## src/rtl/hc4_ram_arbiter_if.sv

```systemverilog
// hc4_ram_arbiter_if: RAM-side bus bundle for the HC4 data RAM arbiter.
// Groups the core port, the DMA req/ack port and the physical RAM pins.
// slave  = arbiter view, master = environment (core, DMA requester, RAM).
interface hc4_ram_arbiter_if;
    // core port
    logic [7:0] cpu_addr;
    logic [3:0] cpu_wdata;
    logic       cpu_rd;
    logic       cpu_wr;
    logic [3:0] cpu_rdata;
    logic       cpu_clk_en;
    // DMA port
    logic       dma_req;
    logic       dma_we;
    logic [7:0] dma_addr;
    logic [3:0] dma_wdata;
    logic       dma_ack;
    logic [3:0] dma_rdata;
    logic       dma_starve;
    // physical RAM
    logic [7:0] ram_addr;
    logic [3:0] ram_wdata;
    logic [3:0] ram_rdata;
    logic       ram_nrd;
    logic       ram_nwr;

    modport slave (
        input  cpu_addr, cpu_wdata, cpu_rd, cpu_wr,
        input  dma_req, dma_we, dma_addr, dma_wdata,
        input  ram_rdata,
        output cpu_rdata, cpu_clk_en,
        output dma_ack, dma_rdata, dma_starve,
        output ram_addr, ram_wdata, ram_nrd, ram_nwr
    );

    modport master (
        output cpu_addr, cpu_wdata, cpu_rd, cpu_wr,
        output dma_req, dma_we, dma_addr, dma_wdata,
        output ram_rdata,
        input  cpu_rdata, cpu_clk_en,
        input  dma_ack, dma_rdata, dma_starve,
        input  ram_addr, ram_wdata, ram_nrd, ram_nwr
    );
endinterface

```

## src/rtl/hc4_ram_arbiter.sv

```systemverilog
// hc4_ram_arbiter: shares the HC4 256x4 data RAM between the core and a
// DMA/loader port. The core owns the RAM by default; a DMA access takes one
// S_DMA cycle followed by an S_ACK cycle. A core that needs RAM during S_DMA
// is held with cpu_clk_en = 0. RAM strobes are only active in clk-low half.
// Optional macro HC4_ARB_FAIR_EN: starve counter that forces DMA through
// after STARVE_LIMIT consecutive denied request cycles. Without it the core
// has strict priority.
module hc4_ram_arbiter #(
    parameter int STARVE_LIMIT = 4   // 1..15, fair mode only
) (
    input  logic                clk,
    input  logic                nReset,
    hc4_ram_arbiter_if.slave    bus
);
    localparam logic [1:0] S_CPU = 2'd0;
    localparam logic [1:0] S_DMA = 2'd1;
    localparam logic [1:0] S_ACK = 2'd2;

    logic [1:0] state, state_nxt;
    logic       core_acc;
    logic       starve;
    logic       rd_sel, wr_sel;
    logic       dma_own;

    assign core_acc = bus.cpu_rd | bus.cpu_wr;
    assign dma_own  = (state == S_DMA);

`ifdef HC4_ARB_FAIR_EN
    localparam logic [3:0] LIMIT = 4'(STARVE_LIMIT);
    logic [3:0] starve_cnt;

    assign starve = (starve_cnt == LIMIT) & bus.dma_req & (state == S_CPU);

    // count denied request cycles; cleared when DMA is granted or withdraws
    always_ff @(posedge clk or negedge nReset) begin
        if (!nReset)
            starve_cnt <= 4'd0;
        else if (!bus.dma_req || (state == S_CPU && state_nxt == S_DMA))
            starve_cnt <= 4'd0;
        else if (state == S_CPU && core_acc && starve_cnt != LIMIT)
            starve_cnt <= starve_cnt + 4'd1;
    end
`else
    // strict core priority: the limit has no meaning here
    logic unused_starve_limit;
    assign unused_starve_limit = ^4'(STARVE_LIMIT);
    assign starve = 1'b0;
`endif

    // next state: DMA is granted when the core leaves the RAM alone or is starved out
    always_comb begin
        state_nxt = state;
        case (state)
            S_CPU:   if (bus.dma_req && (!core_acc || starve)) state_nxt = S_DMA;
            S_DMA:   state_nxt = S_ACK;
            S_ACK:   state_nxt = S_CPU;
            default: state_nxt = S_CPU;
        endcase
    end

    // state register; reset abandons any in-flight DMA access without ack
    always_ff @(posedge clk or negedge nReset) begin
        if (!nReset) state <= S_CPU;
        else         state <= state_nxt;
    end

    // RAM port mux and core clock enable; write wins over a simultaneous core read
    always_comb begin
        bus.ram_addr   = bus.cpu_addr;
        bus.ram_wdata  = bus.cpu_wdata;
        wr_sel         = bus.cpu_wr & ~starve;
        rd_sel         = bus.cpu_rd & ~bus.cpu_wr & ~starve;
        bus.cpu_clk_en = ~starve;
        if (dma_own) begin
            bus.ram_addr   = bus.dma_addr;
            bus.ram_wdata  = bus.dma_wdata;
            rd_sel         = ~bus.dma_we;
            wr_sel         = bus.dma_we;
            bus.cpu_clk_en = ~core_acc;
        end
    end

    // DMA read data is captured at the end of the S_DMA cycle and held
    always_ff @(posedge clk or negedge nReset) begin
        if (!nReset)                  bus.dma_rdata <= 4'd0;
        else if (dma_own && !bus.dma_we) bus.dma_rdata <= bus.ram_rdata;
    end

    // strobes confined to the clk-low half so one access completes per cycle
    assign bus.ram_nrd    = ~(rd_sel & ~clk);
    assign bus.ram_nwr    = ~(wr_sel & ~clk);
    assign bus.cpu_rdata  = bus.ram_rdata;
    assign bus.dma_ack    = (state == S_ACK);
    assign bus.dma_starve = starve;

endmodule

```

## src/flat_wrapper.sv

```systemverilog
// flat-port wrapper written by rule: the top's interface ports become plain ports
module hc4_ram_arbiter_flat 
#(
    parameter int STARVE_LIMIT = 4                           
)
  (clk, nReset, bus_cpu_addr, bus_cpu_wdata, bus_cpu_rd, bus_cpu_wr, bus_dma_req, bus_dma_we, bus_dma_addr, bus_dma_wdata, bus_ram_rdata, bus_cpu_rdata, bus_cpu_clk_en, bus_dma_ack, bus_dma_rdata, bus_dma_starve, bus_ram_addr, bus_ram_wdata, bus_ram_nrd, bus_ram_nwr);
  hc4_ram_arbiter_if bus_i ();
  input  logic clk;
  input  logic nReset;
  input wire logic [$bits(bus_i.cpu_addr)-1:0] bus_cpu_addr;
  input wire logic [$bits(bus_i.cpu_wdata)-1:0] bus_cpu_wdata;
  input wire logic [$bits(bus_i.cpu_rd)-1:0] bus_cpu_rd;
  input wire logic [$bits(bus_i.cpu_wr)-1:0] bus_cpu_wr;
  input wire logic [$bits(bus_i.dma_req)-1:0] bus_dma_req;
  input wire logic [$bits(bus_i.dma_we)-1:0] bus_dma_we;
  input wire logic [$bits(bus_i.dma_addr)-1:0] bus_dma_addr;
  input wire logic [$bits(bus_i.dma_wdata)-1:0] bus_dma_wdata;
  input wire logic [$bits(bus_i.ram_rdata)-1:0] bus_ram_rdata;
  output wire logic [$bits(bus_i.cpu_rdata)-1:0] bus_cpu_rdata;
  output wire logic [$bits(bus_i.cpu_clk_en)-1:0] bus_cpu_clk_en;
  output wire logic [$bits(bus_i.dma_ack)-1:0] bus_dma_ack;
  output wire logic [$bits(bus_i.dma_rdata)-1:0] bus_dma_rdata;
  output wire logic [$bits(bus_i.dma_starve)-1:0] bus_dma_starve;
  output wire logic [$bits(bus_i.ram_addr)-1:0] bus_ram_addr;
  output wire logic [$bits(bus_i.ram_wdata)-1:0] bus_ram_wdata;
  output wire logic [$bits(bus_i.ram_nrd)-1:0] bus_ram_nrd;
  output wire logic [$bits(bus_i.ram_nwr)-1:0] bus_ram_nwr;
  assign bus_i.cpu_addr = bus_cpu_addr;
  assign bus_i.cpu_wdata = bus_cpu_wdata;
  assign bus_i.cpu_rd = bus_cpu_rd;
  assign bus_i.cpu_wr = bus_cpu_wr;
  assign bus_i.dma_req = bus_dma_req;
  assign bus_i.dma_we = bus_dma_we;
  assign bus_i.dma_addr = bus_dma_addr;
  assign bus_i.dma_wdata = bus_dma_wdata;
  assign bus_i.ram_rdata = bus_ram_rdata;
  assign bus_cpu_rdata = bus_i.cpu_rdata;
  assign bus_cpu_clk_en = bus_i.cpu_clk_en;
  assign bus_dma_ack = bus_i.dma_ack;
  assign bus_dma_rdata = bus_i.dma_rdata;
  assign bus_dma_starve = bus_i.dma_starve;
  assign bus_ram_addr = bus_i.ram_addr;
  assign bus_ram_wdata = bus_i.ram_wdata;
  assign bus_ram_nrd = bus_i.ram_nrd;
  assign bus_ram_nwr = bus_i.ram_nwr;
  hc4_ram_arbiter #(.STARVE_LIMIT(STARVE_LIMIT)) u_core (.clk(clk), .nReset(nReset), .bus(bus_i));
endmodule
```

## config.mk

```make
export PLATFORM = sky130hd
export DESIGN_NAME = hc4_ram_arbiter_flat
export DESIGN_NICKNAME = d
export VERILOG_FILES = /design/src/rtl/hc4_ram_arbiter_if.sv /design/src/rtl/hc4_ram_arbiter.sv /design/src/flat_wrapper.sv
export SDC_FILE = /design/constraint.sdc
export NUM_CORES = 1
export LEC_CHECK = 0
export CORE_MARGIN = 8
export CORE_UTILIZATION = 23
export DETAILED_ROUTE_END_ITERATION = 7
export PLACE_DENSITY = 0.71
export SYNTH_ARGS = -nofsm -noshare
export SYNTH_HDL_FRONTEND = slang
export SYNTH_SLANG_ARGS = --single-unit
```

## constraint.sdc

```tcl
create_clock -name clk -period 1.2 [get_ports clk]
set_input_delay 0.18 -clock clk [delete_from_list [all_inputs] [get_ports clk]]
set_output_delay 0.18 -clock clk [all_outputs]
set_load 0.02 [all_outputs]
```

==> run metrics <==
share of async-settable or async-resettable flops after synthesis=1.00; pin count of the biggest net entering global routing=7; total iterations of the first detailed-routing run=4; Max Clock Freq=579 MHz; clock tree from TritonCTS=yes; clock period minus worst slack=1.73 ns; count of final max-slew check failures=0; peak fanout along the critical path=5; total power divided by cell area=1090 nW/um^2; type of the setup path with the least slack=register to primary output; Fin. Hold Viols=0; required time at the endpoint of the critical path=1.02 ns; Synth cell types=16; classification of the worst-slack hold path=primary input to asynchronous set/reset pin; Routability Congestion=0.730; top-count cell post-synth=mux2_2; area of the die=3850 sq um; leakage power summed over all cells=0.578 nW; total instance count after detailed placement=126; Avg WL per Cell=15.9 um; number of enable flip-flop cells after synthesis=0; antenna violations before repair=0; final core utilization=0.641; net count of the mapped netlist=74; failing checks=setup timing; GR Overflow Total=0; endpoint kind of the worst setup timing path=primary output; count of port buffers added during placement=57; routed wire length=2180 um; area of the placeable core=1980 sq um; growth of design area from synthesis to finish=161%; register bit count reported by yosys=6; cell type with the highest aggregate area in the netlist=dfrtp_1; minimum setup slack in the final design=-0.527 ns; Avg Vias per Cell=4.51; largest family of logic cells by synthesized area=multiplexers; Post-Synth XOR/XNOR Area=0; clock tree skew after final layout=0.00724 ns; source-to-sink clock delay at the later pin of the worst-skew pair=0.36 ns; detailed router's first-iteration violation count=35; Cell Area, Synth=488 sq um; via count of the first global-routing pass=744; Syn Inst Count=40; leading post-synthesis cells by cell area=dfrtp_1 (31%), mux2_2 (28%), mux2_4 (12%), buf_4 (7.7%), buf_6 (4.6%); ANT nets after route=0; worst hold slack=0.0616 ns; post-synthesis share of cell area spent on and, or, nand and nor gates=0.115; sort of element at the start of the critical path=register; initial core utilization=0.246; Finished Layout Cells=137; gr usage total=0.124; number of standard-cell rows in the floorplan=16; detailed-route via count=618; count of fill cells added during filler insertion=152; Pwr Total=1.38 mW; Max Cap Violations=0; number of warnings reported in the yosys synthesis log=0; Post-DP HPWL=1600 um; multiplexer share of the synthesized area=0.421; portion of the post-synthesis area used by sequential elements=0.308; commonest cells in the synthesized netlist=mux2_2 (12), dfrtp_1 (6), buf_4 (5); height of the die=62.1 um; outcome=finished with violations; final worst-path cycle share=1.44; area share of the leading cell type in the synthesized netlist=0.308; number of primary I/O pins=59; Post-Synthesis Mean Instance Area=12.2 sq um; pre-CTS WS=-0.565 ns; total DRC errors in the routed layout=0; Synth Area in Compound Gates=0.0256; global-route wire length before repair=3210 um; number of nets in the final layout=145; count of endpoints failing setup in the final report=24; worst voltage drop across the vdd grid=0.000564 V; CTS clock-pin slew for the worst setup and hold paths=0.05 ns; Worst Path Arrival=1.55 ns; arithmetic-cell share of the synthesized area counting full adders, half adders and majority gates=0; most frequently used flop master after synthesis=dfrtp_1; fraction of layout cells with a size suffix above 1=0.564; setup repair after global routing missed its margin=true; width of the die=62.1 um; Antenna Diode Count=0
-- worst paths after layout --
| check | startpoint | endpoint | slack, ns | depth (start not counted) |
|---|---|---|---|---|
| max | u_core.state[1] | bus_ram_addr[0] | -0.53 | 4 |
| min | nReset | u_core.bus.dma_rdata[2] | 0.06 | 1 |
| max reg2reg | u_core.state[1] | u_core.bus.dma_rdata[1] | -0.24 | 5 |
| min reg2reg | u_core.bus.dma_rdata[2] | u_core.bus.dma_rdata[2] | 0.51 | 1 |
| max in group asynchronous | nReset | u_core.state[1] | 0.91 | 1 |
| min in group clk | bus_dma_req | u_core.state[0] | 0.41 | 2 |
-- metrics by stage --
| step | cell area (sq um) | setup TNS (ns) |
|---|---|---|
| floorplan | 529 | -0.835 |
| global placement | 1150 | -10.09 |
| detailed placement | 1150 | -10.33 |
| CTS | 1310 | -9.46 |
| global route | 1270 | -10.11 |
| finish | 1270 | -8.75 |
-- sequential cells by signal, indices dropped and copies added (netlist names) --
name	flops
u_core.state	2
u_core.bus.dma_rdata	4
-- cell usage in the layout (no fill, tap or decap) --
| master | synthesis | final |
|---|---|---|
| clkdlybuf4s50_1 | 0 | 33 |
| buf_6 | 2 | 19 |
| mux2_4 | 4 | 16 |
| clkbuf_4 | 0 | 7 |
| buf_4 | 5 | 6 |
| dfrtp_1 | 6 | 6 |
| buf_2 | 0 | 4 |
| clkdlybuf4s15_2 | 0 | 3 |
| clkdlybuf4s15_1 | 0 | 2 |
| dlygate4sd2_1 | 0 | 2 |
| nor2b_4 | 1 | 1 |
| and2b_4 | 1 | 1 |
| nor3b_2 | 0 | 1 |
| o21bai_4 | 0 | 1 |
| mux2i_1 | 1 | 1 |
| or2_4 | 0 | 1 |
| nor2b_2 | 0 | 1 |
| o21ai_1 | 0 | 1 |
| nor4_2 | 0 | 1 |
| and2_1 | 1 | 1 |
| conb_1 | 1 | 1 |
| clkbuf_1 | 0 | 1 |
-- power breakdown --
| part | switching (mW) | internal, mW | total [mW] | leakage (nW) |
|---|---|---|---|---|
| Clock | 0.206 | 0.392 | 0.598 | 0.0526 |
| Combinational | 0.205 | 0.317 | 0.522 | 0.450 |
| Sequential | 0.0189 | 0.241 | 0.260 | 0.0755 |
-- layer usage --
layer / global-route usage / routed length [um] / vias to the layer above / share of wire
li1: - / - / 273 / -
met1: 0.101 / 711 / 291 / 0.33
met2: 0.173 / 1040 / 52 / 0.48
met3: 0.111 / 415 / 2 / 0.19
met4: 0.130 / 14 / 0 / 0.0064
met5: 0 / 0 / - / 0
-- cell families after synthesis --
kind of cell,count (synthesis)
buffers and inverters,7
AND/OR/NAND/NOR,7
flip-flops,6
multiplexers,17
other,1
AO/OA/AOI/OAI,2
-- what timing repair did --
item	4_1_cts	5_1_grt
gates cloned	1	0
endpoints found under the setup margin	31	26
hold buffers	0	0
gates resized for setup	121	5
endpoints found under the hold margin	0	0
setup buffers	3	1
-- area by class of cell --
type,count,area (sq um),area share
multi-input cells,27,350,0.276
repair buffers,67,658,0.518
clock buffers,10,78.8,0.0620
well taps,27,33.8,0.0266
flip-flops and latches,6,150,0.118
-- worst max-delay path, stage by stage (launching register included) --
cell and delay (ns):
dfrtp_1 0.41, nor2b_4 0.18, buf_6 0.16, mux2_4 0.31
buf_6 0.13
(Power assumes the default switching activity.)
